**src/rtl/cdb_pkg.sv**
```systemverilog
// -----------------------------------------------------------------------------
// cdb_pkg
// Shared definitions for the common data bus (CDB) result-return path.
// Holds the default widths, the functional-unit count derivation and the
// broadcast record that the ROB and register-file snoopers decode.
//
// Contents:
//   CDB_DATA_WIDTH  default result width
//   CDB_TAG_WIDTH   default ROB tag width
//   CDB_EXEC_WIDTH  default functional-unit ID width
//   CDB_NUM_FU      number of functional-unit slots (2**CDB_EXEC_WIDTH)
//   cdb_t           packed {valid, tag, data, executionID} broadcast record
//   cdbNumFu()      slot count for a given ID width
// -----------------------------------------------------------------------------
package cdb_pkg;

  localparam int CDB_DATA_WIDTH = 32;
  localparam int CDB_TAG_WIDTH  = 7;
  localparam int CDB_EXEC_WIDTH = 4;
  localparam int CDB_NUM_FU     = 2 ** CDB_EXEC_WIDTH;

  typedef struct packed {
    logic                      valid;
    logic [CDB_TAG_WIDTH-1:0]  tag;
    logic [CDB_DATA_WIDTH-1:0] data;
    logic [CDB_EXEC_WIDTH-1:0] executionID;
  } cdb_t;

  // Every functional-unit ID value names exactly one slot.
  function automatic int cdbNumFu(input int execWidth);
    return 2 ** execWidth;
  endfunction

endpackage

```
**src/rtl/rr_arbiter.sv**
```systemverilog
// -----------------------------------------------------------------------------
// rr_arbiter
// Combinational round-robin arbiter. Grants the first requesting index at or
// after the pointer, wrapping around. The request vector width is 2**IDX_W so
// index arithmetic wraps naturally. Shared with the dispatch unit.
//
// Ports:
//   req_i       in   N      request vector
//   ptr_i       in   IDX_W  highest-priority index this cycle
//   grant_o     out  N      one-hot grant (all zero when nothing requests)
//   grantIdx_o  out  IDX_W  encoded index of the granted request
//   anyGrant_o  out  1      some request was granted
// -----------------------------------------------------------------------------
module rr_arbiter #(
  parameter  int IDX_W = 4,
  localparam int N     = 2 ** IDX_W
) (
  input  logic [N-1:0]     req_i,
  input  logic [IDX_W-1:0] ptr_i,
  output logic [N-1:0]     grant_o,
  output logic [IDX_W-1:0] grantIdx_o,
  output logic             anyGrant_o
);

  // Walk the requests in priority order starting at the pointer; the first
  // one found wins and later hits are ignored.
  always_comb begin
    logic [IDX_W-1:0] idx;
    grant_o    = '0;
    grantIdx_o = '0;
    anyGrant_o = 1'b0;
    idx        = '0;
    for (int k = 0; k < N; k++) begin
      idx = ptr_i + IDX_W'(k);
      if (!anyGrant_o && req_i[idx]) begin
        grant_o[idx] = 1'b1;
        grantIdx_o   = idx;
        anyGrant_o   = 1'b1;
      end
    end
  end

endmodule

```
**src/rtl/completion_bus.sv**
```systemverilog
// -----------------------------------------------------------------------------
// completion_bus
// Result-return path from the functional units to the ROB and register file.
// Each functional unit deposits a finished (tag, data) into a one-entry slot;
// a round-robin arbiter picks one held slot per cycle and broadcasts it on a
// registered common data bus.
//
// Optional feature macro: COMPLETION_BUS_EXCEPTION_EN
//   When defined, each slot also stores an exception bit (fu_exception) that
//   is broadcast alongside the result on cdb_exception.
//
// Ports:
//   clk              in   1                    clock, rising edge
//   rst              in   1                    asynchronous active-high reset
//   halt             in   1                    freeze: no capture, no grant
//   flush            in   1                    discard held and in-flight results
//   fu_valid         in   NUM_FU               result present from FU i
//   fu_ready         out  NUM_FU               slot i can accept
//   fu_tag           in   NUM_FU*TAG_WIDTH     packed tags, FU i at [i*TAG_WIDTH +: TAG_WIDTH]
//   fu_data          in   NUM_FU*DATA_WIDTH    packed results, same packing
//   cdb_valid        out  1                    broadcast valid (one-cycle pulse)
//   cdb_tag          out  TAG_WIDTH            broadcast tag
//   cdb_data         out  DATA_WIDTH           broadcast value
//   cdb_executionID  out  EXEC_WIDTH           source functional-unit index
//   fu_exception     in   NUM_FU               (feature only) exception bit per FU
//   cdb_exception    out  1                    (feature only) broadcast exception
// -----------------------------------------------------------------------------
module completion_bus
  import cdb_pkg::*;
#(
  parameter  int DATA_WIDTH = CDB_DATA_WIDTH,
  parameter  int TAG_WIDTH  = CDB_TAG_WIDTH,
  parameter  int EXEC_WIDTH = CDB_EXEC_WIDTH,
  localparam int NUM_FU     = cdbNumFu(EXEC_WIDTH)
) (
  input  logic                         clk,
  input  logic                         rst,
  input  logic                         halt,
  input  logic                         flush,
  input  logic [NUM_FU-1:0]            fu_valid,
  output logic [NUM_FU-1:0]            fu_ready,
  input  logic [NUM_FU*TAG_WIDTH-1:0]  fu_tag,
  input  logic [NUM_FU*DATA_WIDTH-1:0] fu_data,
  output logic                         cdb_valid,
  output logic [TAG_WIDTH-1:0]         cdb_tag,
  output logic [DATA_WIDTH-1:0]        cdb_data,
  output logic [EXEC_WIDTH-1:0]        cdb_executionID
`ifdef COMPLETION_BUS_EXCEPTION_EN
  ,
  input  logic [NUM_FU-1:0]            fu_exception,
  output logic                         cdb_exception
`endif
);

  logic                  active;
  logic [NUM_FU-1:0]     held_q, held_d;
  logic [NUM_FU-1:0]     req, grant, capture;
  logic [EXEC_WIDTH-1:0] grantIdx;
  logic                  anyGrant;
  logic [EXEC_WIDTH-1:0] ptr_q, ptr_d;

  logic [TAG_WIDTH-1:0]  slotTag_q  [NUM_FU];
  logic [DATA_WIDTH-1:0] slotData_q [NUM_FU];

  logic                  cdbValid_q;
  logic [TAG_WIDTH-1:0]  cdbTag_q;
  logic [DATA_WIDTH-1:0] cdbData_q;
  logic [EXEC_WIDTH-1:0] cdbExec_q;

  // Halt and flush both suppress all movement through the slots.
  assign active = !halt && !flush;

  // Gating requests here keeps every grant, and therefore fu_ready's bypass
  // term, silent during halt/flush. fu_ready never looks at fu_valid.
  assign req      = held_q & {NUM_FU{active}};
  assign fu_ready = {NUM_FU{active}} & (~held_q | grant);
  assign capture  = fu_valid & fu_ready;

  rr_arbiter #(
    .IDX_W(EXEC_WIDTH)
  ) uArbiter (
    .req_i     (req),
    .ptr_i     (ptr_q),
    .grant_o   (grant),
    .grantIdx_o(grantIdx),
    .anyGrant_o(anyGrant)
  );

  // A granted slot empties unless it is refilled on the same edge; flush
  // empties everything. Under halt neither grant nor capture can occur, so
  // held_q is naturally frozen. The pointer only moves past a winner.
  always_comb begin
    held_d = (held_q & ~grant) | capture;
    ptr_d  = ptr_q;
    if (flush) begin
      held_d = '0;
    end
    if (anyGrant) begin
      ptr_d = grantIdx + EXEC_WIDTH'(1);
    end
  end

  // Slot payload registers: written only on capture, otherwise preserved
  // (including across halt and flush).
  always_ff @(posedge clk or posedge rst) begin
    if (rst) begin
      for (int i = 0; i < NUM_FU; i++) begin
        slotTag_q[i]  <= '0;
        slotData_q[i] <= '0;
      end
    end else begin
      for (int i = 0; i < NUM_FU; i++) begin
        if (capture[i]) begin
          slotTag_q[i]  <= fu_tag[i*TAG_WIDTH +: TAG_WIDTH];
          slotData_q[i] <= fu_data[i*DATA_WIDTH +: DATA_WIDTH];
        end
      end
    end
  end

  // Occupancy, arbitration pointer and the registered broadcast. The payload
  // fields of the bus keep their last values when nothing is granted.
  always_ff @(posedge clk or posedge rst) begin
    if (rst) begin
      held_q     <= '0;
      ptr_q      <= '0;
      cdbValid_q <= 1'b0;
      cdbTag_q   <= '0;
      cdbData_q  <= '0;
      cdbExec_q  <= '0;
    end else begin
      held_q     <= held_d;
      ptr_q      <= ptr_d;
      cdbValid_q <= anyGrant;
      if (anyGrant) begin
        cdbTag_q  <= slotTag_q[grantIdx];
        cdbData_q <= slotData_q[grantIdx];
        cdbExec_q <= grantIdx;
      end
    end
  end

  assign cdb_valid       = cdbValid_q;
  assign cdb_tag         = cdbTag_q;
  assign cdb_data        = cdbData_q;
  assign cdb_executionID = cdbExec_q;

`ifdef COMPLETION_BUS_EXCEPTION_EN
  logic [NUM_FU-1:0] slotExc_q;
  logic              cdbExc_q;

  // The exception bit travels with its result; on the bus it drops together
  // with cdb_valid rather than holding like the payload fields.
  always_ff @(posedge clk or posedge rst) begin
    if (rst) begin
      slotExc_q <= '0;
      cdbExc_q  <= 1'b0;
    end else begin
      for (int i = 0; i < NUM_FU; i++) begin
        if (capture[i]) begin
          slotExc_q[i] <= fu_exception[i];
        end
      end
      cdbExc_q <= anyGrant ? slotExc_q[grantIdx] : 1'b0;
    end
  end

  assign cdb_exception = cdbExc_q;
`endif

endmodule

```
**config.mk**
```make
export PLATFORM = sky130hd
export DESIGN_NAME = completion_bus
export DESIGN_NICKNAME = d
export VERILOG_FILES = /design/src/rtl/cdb_pkg.sv /design/src/rtl/rr_arbiter.sv /design/src/rtl/completion_bus.sv
export SDC_FILE = /design/constraint.sdc
export NUM_CORES = 2
export LEC_CHECK = 0
export BUFFER_PORTS_ARGS = -buffer_cell sky130_fd_sc_hd__buf_2
export CAP_MARGIN = 15
export CORE_AREA = 2 2 271 273
export DETAILED_ROUTE_END_ITERATION = 12
export DIE_AREA = 0 0 273 275
export PLACE_DENSITY = 0.73
export SLEW_MARGIN = 25
export SYNTH_ARGS = -nofsm -noshare
export SYNTH_HDL_FRONTEND = slang
export SYNTH_SLANG_ARGS = --single-unit
export TNS_END_PERCENT = 100
```
**constraint.sdc**
```tcl
create_clock -name clk -period 24.7 [get_ports clk]
set_clock_uncertainty 0.05 [all_clocks]
set_input_delay 2.47 -clock clk [delete_from_list [all_inputs] [get_ports clk]]
set_output_delay 2.47 -clock clk [all_outputs]
set_load 0.01 [all_outputs]
```
==> results.tsv <==
metric	value	unit
synthArstFlopShare	100	%
syn_avg_cell_area	12.1	um2
period_needed	9.90	ns
gp_congestion	1.06	
ys.flop_type	dfrtp_1	
nets	4248	
drc	0	
grt_max_degree	146	
synth_top_area_share	48.3	%
critPathLaunchType	register	
cts_resized	0	
cp_cell_sequence	buf_4, clkinv_1, ha_1, buf_4, or3b_1, o22a_1, mux4_2, o21a_1, and4_1, nand2_1, o21ai_0, a221o_1, a221oi_1, nor2_1, buf_2	
dp.cells	4470	
path_max_fanout	34	
die-height	275	um
ys_ff_latch	688	
drt_iter0_markers	3042	
cts_tree	yes	
cpLargestDelayFamily	compound AO/OA/AOI/OAI gates	
crit_top_cell	buf_4	
required	22.18	ns
synthTopCellsByArea	dfrtp_1 48%, mux2_1 13%, mux2_2 6.8%	
outcome	complete, no violations	
setup_tns	0	ns
holdCritPathClass	reg -> reg	
seqCellArea	0.0172	mm2
drive_gt1_share	34.8	%
synth_area	0.0357	mm2
nFillCells	5900	
tightestPinTransition	1.06	ns
fin_cells	4654	
vias_per_cell	6.29	
cts_setup_buffers	0	
syn_nets	3613	
clk_latency	0.64	ns
crit_slowest_cell	ha_1	
grt.total_usage	40.0	%
grt_pass1_wl	214000	um
clockBufferDepth	3	
fin_util	59.1	%
clkTransAtPathRegs	0.06	ns
core	0.0723	mm2
rsz0062_at_grt	false	
root_buffer	clkbuf_16	
end_kind	output port	
antenna_found_initial	75	
wirelength	153000	um
multi_input_area	0.0175	mm2
cap_violations	0	
portBuffers	703	
period_share	40.1	%
drt.antenna.violating_nets	0	
detail_route.first_pass.iterations	6	
initial_core_util	49.3	%
slew_headroom	29.2	%
yosys-top-cells-count	688 x dfrtp_1, 412 x mux2_1, 345 x nand2_1, 216 x mux2_2, 204 x mux2i_1	
critical_path.max_stage_delay	0.92	ns
finalSetupViolCount	0	
cts_sinks	688	
yosysMostFrequentCell	dfrtp_1	
grt-ovfl-total	0	
yosys_warnings	0	
dr_total_vias	29281	
htreeDepth	3	
syn_to_final_growth	19.9	%
synth_edf_count	0	
ys_types	92	
grt_pass1_vias	29371	
cp.buffers_inverters	4	
finalHoldViolations	0	
synthCells	2955	
wl_per_cell	32.8	um
clock.fmax	0.101	GHz
io_pins	704	
cts_buffers	77	
dp_hpwl	111000	um
postCtsHoldBufs	0	
cp.arrival	7.38	ns
synth_top_area_cell	dfrtp_1	
fp.dieW	273	um
yosysSeqAreaShare	48.3	%
critPathKind	reg -> out	
die-area	0.0751	mm2
drv_slew	0	
holdWs	0.429	ns
core.rowCount	99	
==> layout by cell type (no fill, tap or decap), types with 8 or more instances in the layout <==
master,count
a211oi_1,18
a21oi_1,80
a221oi_1,8
a22oi_1,38
a31oi_1,22
a32oi_1,11
and2_1,13
buf_2,703
buf_4,62
clkbuf_1,13
clkbuf_16,77
clkbuf_8,19
clkinv_2,12
dfrtp_1,686
diode_2,48
ha_1,13
inv_1,8
mux2_1,412
mux2_2,216
mux2_4,20
mux2i_1,204
mux4_2,75
nand2_1,340
nand3_1,106
nand4_1,52
nor2_1,80
nor3_1,32
nor4_1,10
o211ai_1,15
o21ai_0,57
o21ai_1,9
o221ai_1,14
o22ai_1,17
o32a_1,9
==> registers in the layout, indices dropped and copies added, names as in the netlist <==
signal,count
slotData_q,512
slotTag_q,112
cdb_data,32
held_q,16
cdb_tag,7
cdb_executionID,4
ptr_q,4
cdb_valid,1
==> logic make-up (layout without fill, tap and decap cells) <==
group / Yosys count / count (layout) / share of synthesized area (%)
mux: 927 / 927 / 31.1
simple gates: 700 / 700 / 9.10
flops: 688 / 688 / 48.3
compound gates: 382 / 382 / 7.38
buf+inv: 229 / 921 / 3.20
xor+xnor: 15 / 15 / 0.411
fa+ha+maj: 14 / 14 / 0.491
other cells: 0 / 48 / 0
==> worst paths after layout <==
| path | slack (ns) | depth (start not counted) | endpoint | start |
|---|---|---|---|---|
| min in group asynchronous | 1.97 | 2 | slotData_q[144] | rst |
| max reg2reg | 15.07 | 20 | cdb_data[26] | ptr_q[2] |
| max | 14.80 | 15 | fu_ready[2] | ptr_q[2] |
| min reg2reg | 0.43 | 1 | slotData_q[293] | slotData_q[293] |
| min | 0.43 | 1 | slotData_q[293] | slotData_q[293] |
| max in group asynchronous | 20.29 | 4 | cdb_tag[1] | rst |
==> through the flow <==
stage | instance area [um2] | worst slack [ns]
global route | 42700 | 14.73
floorplan | 35700 | 2.89
detailed placement | 40000 | 14.57
CTS | 42600 | 15.03
global placement | 40000 | 14.62
finish | 42700 | 14.80
==> metal layers <==
metal / wire [um] / share of wire, % / track usage (%) / vias to the layer above
li1: - / - / - / 12205
met1: 56200 / 37 / 48.5 / 14970
met2: 71800 / 47 / 63.3 / 1644
met3: 13100 / 8.6 / 10.3 / 424
met4: 11200 / 7.3 / 26.9 / 38
met5: 255 / 0.17 / 0 / -
==> cell type report <==
class | instances | share of cell area [%]
inverters | 15 | 0.155
well taps | 959 | 2.81
diodes | 48 | 0.281
repair buffers | 770 | 9.49
clock inverters | 27 | 0.905
clock buffers | 109 | 5.23
multi-input cells | 2038 | 40.8
flip-flops and latches | 688 | 40.3
Power is left out: the tool's default activity adds up to more than one toggle a clock period on the data nets, which glitch-free logic cannot reach.
